### config.mk
export PLATFORM = sky130hd
export DESIGN_NAME = tile_sequencer
export DESIGN_NICKNAME = d
export VERILOG_FILES = /design/src/rtl/tile_sequencer.sv
export SDC_FILE = /design/constraint.sdc
export NUM_CORES = 2
export LEC_CHECK = 0
export ABC_AREA = 1
export BUFFER_PORTS_ARGS = -buffer_cell sky130_fd_sc_hd__buf_4
export CORE_UTILIZATION = 40
export CTS_CLUSTER_DIAMETER = 40
export CTS_CLUSTER_SIZE = 25
export DETAILED_ROUTE_END_ITERATION = 12
export PLACE_DENSITY = 0.69
export SKIP_CTS_REPAIR_TIMING = 1
export SYNTH_ARGS = -nofsm -noshare
export SYNTH_HDL_FRONTEND = slang
export SYNTH_SLANG_ARGS = --single-unit
### constraint.sdc
create_clock -name clk -period 3.3 [get_ports clk]
set_input_delay 0.33 -clock clk [delete_from_list [all_inputs] [get_ports clk]]
set_output_delay 0.33 -clock clk [all_outputs]
set_load 0.02 [all_outputs]
### src/rtl/tile_sequencer.sv
`default_nettype none
// ============================================================================
// Module   : tile_sequencer
// Brief    : Sequences one TILE_SIZE x TILE_SIZE tile multiply. Accepts
//            unskewed row/column operand vectors, skews them diagonally into
//            the edge FIFOs (lane i delayed i slots, zero padded), then runs
//            the systolic array for the compute window and pulses DONE.
// Revision : 1.0 - initial release
// ============================================================================
module tile_sequencer #(
   parameter int TILE_SIZE = 8,
   parameter int DW        = 16,
   parameter int SEQ_LEN   = 3*TILE_SIZE-1,
   parameter int FILL_LEN  = SEQ_LEN+1,
   parameter int RUN_LEN   = SEQ_LEN+2
) (
   input  logic                    clk,
   input  logic                    rst_n,
   input  logic                    start,
   input  logic                    in_valid,
   output logic                    in_ready,
   input  logic [TILE_SIZE*DW-1:0] row_in,
   input  logic [TILE_SIZE*DW-1:0] col_in,
   input  logic [2*TILE_SIZE-1:0]  fifo_full,
   output logic [TILE_SIZE*DW-1:0] r_din,
   output logic [TILE_SIZE*DW-1:0] c_din,
   output logic                    fifo_write,
   output logic                    fifo_en,
   output logic                    en,
   output logic                    busy,
   output logic                    done,
   output logic                    err
);

   localparam logic [1:0] c_idle = 2'd0;
   localparam logic [1:0] c_fill = 2'd1;
   localparam logic [1:0] c_run  = 2'd2;
   localparam logic [1:0] c_fin  = 2'd3;

   localparam logic [5:0] c_tile      = 6'(TILE_SIZE);
   localparam logic [5:0] c_fill_last = 6'(FILL_LEN-1);
   localparam logic [5:0] c_run_last  = 6'(RUN_LEN-1);

   logic [1:0] r_state;
   logic [5:0] r_fill_cnt;
   logic [5:0] r_run_cnt;

   logic w_start_acc;
   logic w_step;
   logic w_load;

   logic [TILE_SIZE*DW-1:0] w_row_tap;
   logic [TILE_SIZE*DW-1:0] w_col_tap;

   assign w_start_acc = (r_state == c_idle) && start;
   assign in_ready    = (r_state == c_fill) && (r_fill_cnt < c_tile);
   // Once all vectors are in, the sequence keeps stepping on its own to flush
   // the zero padding through the chains.
   assign w_step      = (r_state == c_fill) &&
                        ((r_fill_cnt >= c_tile) || (in_valid && in_ready));
   assign w_load      = (r_fill_cnt < c_tile);
   assign busy        = (r_state != c_idle);

   // Control FSM: phase sequencing and step/compute counters
   always_ff @(posedge clk or negedge rst_n) begin
      if (!rst_n) begin
         r_state    <= c_idle;
         r_fill_cnt <= '0;
         r_run_cnt  <= '0;
      end else begin
         case (r_state)
            c_idle: begin
               if (start) begin
                  r_state    <= c_fill;
                  r_fill_cnt <= '0;
                  r_run_cnt  <= '0;
               end
            end
            c_fill: begin
               if (w_step) begin
                  r_fill_cnt <= r_fill_cnt + 6'd1;
                  if (r_fill_cnt == c_fill_last) r_state <= c_run;
               end
            end
            c_run: begin
               r_run_cnt <= r_run_cnt + 6'd1;
               if (r_run_cnt == c_run_last) r_state <= c_fin;
            end
            default: begin
               // FIN is held for the DONE cycle so a START there is ignored
               if (done) r_state <= c_idle;
            end
         endcase
      end
   end

   // Per-lane skew: lane i sees its operand i steps late; lane 0 is direct
   for (genvar i = 0; i < TILE_SIZE; i++) begin : g_lane
      logic [DW-1:0] w_row_lane;
      logic [DW-1:0] w_col_lane;
      assign w_row_lane = w_load ? row_in[i*DW +: DW] : '0;
      assign w_col_lane = w_load ? col_in[i*DW +: DW] : '0;

      if (i == 0) begin : g_direct
         assign w_row_tap[i*DW +: DW] = w_row_lane;
         assign w_col_tap[i*DW +: DW] = w_col_lane;
      end else begin : g_chain
         logic [DW-1:0] r_row_sr [i];
         logic [DW-1:0] r_col_sr [i];

         // Shift chain advances only on a step; cleared on reset and new tile
         always_ff @(posedge clk or negedge rst_n) begin
            if (!rst_n) begin
               for (int j = 0; j < i; j++) begin
                  r_row_sr[j] <= '0;
                  r_col_sr[j] <= '0;
               end
            end else if (w_start_acc) begin
               for (int j = 0; j < i; j++) begin
                  r_row_sr[j] <= '0;
                  r_col_sr[j] <= '0;
               end
            end else if (w_step) begin
               r_row_sr[0] <= w_row_lane;
               r_col_sr[0] <= w_col_lane;
               for (int j = 1; j < i; j++) begin
                  r_row_sr[j] <= r_row_sr[j-1];
                  r_col_sr[j] <= r_col_sr[j-1];
               end
            end
         end

         assign w_row_tap[i*DW +: DW] = r_row_sr[i-1];
         assign w_col_tap[i*DW +: DW] = r_col_sr[i-1];
      end
   end

   // Registered datapath strobes and FIFO write data
   always_ff @(posedge clk or negedge rst_n) begin
      if (!rst_n) begin
         fifo_write <= 1'b0;
         fifo_en    <= 1'b0;
         en         <= 1'b0;
         done       <= 1'b0;
         r_din      <= '0;
         c_din      <= '0;
      end else begin
         fifo_write <= w_step;
         fifo_en    <= w_step || (r_state == c_run);
         en         <= (r_state == c_run);
         done       <= (r_state == c_fin) && !done;
         if (w_step) begin
            r_din <= w_row_tap;
            c_din <= w_col_tap;
         end
      end
   end

   // Sticky overflow: any full FIFO while a write is being presented
   always_ff @(posedge clk or negedge rst_n) begin
      if (!rst_n) begin
         err <= 1'b0;
      end else if (w_start_acc) begin
         err <= 1'b0;
      end else if (fifo_write && (|fifo_full)) begin
         err <= 1'b1;
      end
   end

endmodule
`default_nettype wire
==> impl_metrics.toml <==
[status]
outcome = "finished clean"

[floorplanning]
die-width_um = 345
die_h_um = 345
initial_core_util_pct = 40.4
core_um2 = 116000
dieArea_um2 = 119000
rows = 125
pin_count = 539

[synth]
syn_avg_cell_area_um2 = 9.38
yosys.area.top_type = "dfrtp_1"
synth-xor-area-share_pct = 0.0187
ys_ff_latch = 1171
synth_compound_area_share_pct = 11.4
synth_warnings = 0
yosysTopAreaCellShare_pct = 62.4
yosys.area_share.adder_pct = 0.213
ys_seq_area_share_pct = 62.4
postSynthCellCount = 5005
syn_nets = 5289
syn_area_um2 = 46900
ys_types = 26
synth_top_family_by_area = "simple AND/OR/NAND/NOR gates"
synth_simple_gate_area_share_pct = 19.5
synth_area_leaders = "dfrtp_1 (62%), nand3_1 (10%), nand2_1 (9.1%), o21ai_0 (6.2%), o21ai_1 (5.1%)"
synthMuxAreaShare_pct = 0

[setup_path]
endpoint = "in_ready"
r2r_cells = 9
startpoint = "r_state[1]"
rrSetupSlack_ns = 0.66
rr_endpoint = "g_lane[1].g_chain.r_col_sr[0]"
critPathMaxFanout = 34
worstPathArrival_ns = 2.56
start_kind = "flop"
required_ns = 2.97
timing.rr.start = "r_state[1]"
endpoint_kind = "output pin"
critPathKind = "flop to output pin"

[worst_hold_path]
min_path_type = "input port to flop"

[timing]
max_slew.worst_pin.slew_ns = 1.06
slew_violations = 0
relSlewSlack_pct = 28.5
period_share_pct = 87.7
min_period_ns = 2.89
clock_skew_ns = 0.0249
fin_ws_ns = 0.405
finalHoldViolCount = 0
rsz0062_at_grt = "false"
fmax_ghz = 0.345
setup_viol = 0
setup_tns_ns = 0

[final_layout]
final_nets = 5910
multi_input_area_um2 = 14700
regArea_um2 = 29300
layout-drive-gt1-share_pct = 16.3
fillCellCount = 10400
area_growth_syn_to_layout_pct = 28.5
layout_common_cells = "dfrtp_1 (1171), nand2_1 (1140), nand3_1 (933)"
final_common_cell = "dfrtp_1"

[clocking]
cts.sinks = 1171
cts.clk_slew.worst_paths_ns = 0.05
tritoncts = "done"
cts_root_buf = "clkbuf_16"
cts_buffers = 159
clockBufferDepth = 3
h-tree-depth = 4
clk_latency_ns = 0.76

[placed_design]
place.gp.congestion = 0.808
place_ws_ns = 0.680
hpwl_mm = 74.9
io_buffers = 538

[power]
power_leakage_nw = 27.4
irDropWorstVdd_v = 0.000563
p_per_area_nw_per_um2 = 839

[routing]
dr_total_vias = 36500
drt-total-wl_mm = 123
drt_iter0_drc = 2806
ant_nets = 0
drc = 0
wl_per_cell_um = 16.9
dr.pass1.iters = 5
viasPerCell = 5.01

[grt]
grt_start_max_net_pins = 233
grt_pass1_wl_mm = 187
antenna_found_initial = 13
grt_pass1_vias = 33400
grt.overflow.total = 0
track_usage_pct = 19.8

[run]
drv_cap = 0
[flip-flops by register name, indices dropped and copies added (netlist names)]
| signal | cells |
|---|---|
| r_state | 2 |
| c_din | 128 |
| done | 1 |
| g_lane.g_chain.r_row_sr | 448 |
| fifo_en | 1 |
| en | 1 |
| r_din | 128 |
| fifo_write | 1 |
| err | 1 |
| g_lane.g_chain.r_col_sr | 448 |
| r_run_cnt | 6 |
| r_fill_cnt | 6 |
[Yosys cell counts]
master	n
a21oi_1	3
and3_1	1
buf_1	22
buf_2	128
buf_4	63
buf_6	25
clkbuf_1	190
clkbuf_2	4
dfrtp_1	1171
ha_1	8
inv_1	211
inv_2	2
nand2_1	1141
nand2_2	4
nand3_1	933
nand3_2	1
nand4_1	6
nor2_1	21
nor2_2	1
nor2_4	3
nor3_1	2
o21ai_0	584
o21ai_1	478
o21bai_1	1
or2_2	1
xor2_1	1
[worst min path at each step]
stage | startpoint | endpoint | slack, ns | depth (start not counted)
final | in_valid | r_din[12] | 0.03 | 3
after global routing | in_valid | c_din[10] | 0.003 | 3
after CTS | rst_n | g_lane[7].g_chain.r_col_sr[23] | -0.31 | 1
after detailed placement | done | done | 0.45 | 1
after global placement | done | done | 0.44 | 1
after floorplan | rst_n | c_din[0] | 0.03 | 0
[kinds of logic after synthesis]
group | count (synthesis)
compound gates | 1066
xor+xnor | 1
fa+ha+maj | 8
buf+inv | 645
flops | 1171
simple gates | 2114
[layer usage]
metal | vias to the layer above | track usage, % | part of all wire [%]
li1 | 18000 | - | -
met1 | 17400 | 26.5 | 44
met2 | 890 | 30.2 | 46
met3 | 217 | 5.40 | 6.6
met4 | 10 | 8.38 | 3.2
met5 | - | 0 | 0.053
[worst max-delay path, cell delays in order, from the launching register on]
cell and delay [ns]:
dfrtp_1 0.40, inv_1 0.10, ha_1 0.44, inv_1 0.18, nor2_4 0.14, buf_4 0.34
buf_4 0.21
[through the flow]
step / hold slack (ns) / util [%] / cells / power (mW) / cell area (um^2)
2_1_floorplan: 0.0344 / - / 5005 / 26.7 / 46900
3_3_place_gp: 0.442 / 44.7 / 6733 / 32.2 / 52000
3_5_place_dp: 0.447 / 44.7 / 6733 / 32.4 / 52000
4_1_cts: -0.314 / 49.7 / 7030 / 50.8 / 57700
5_1_grt: 0.00311 / 51.9 / 7292 / 53.3 / 60300
6_report: 0.0348 / 51.9 / 7292 / 50.6 / 60300
[power breakdown]
group	internal, mW	total, mW	leakage (nW)	switching, mW
clock	11.1	18.1	2.77	7.00
combinational	4.52	13.4	8.56	8.88
sequential	17.3	19.1	16.1	1.83
total	32.9	50.6	27.4	17.7
[layout make-up]
class / instances / share of cell area [%]
sequential: 1171 / 48.6
multi-input combinational: 3189 / 24.3
timing repair buffer: 892 / 13.1
clock buffer: 183 / 7.07
tap: 1524 / 3.16
clock inverter: 114 / 2.43
inverter: 213 / 1.34
antenna: 6 / 0.0249
Note: power is estimated with default switching activity, not from simulation.
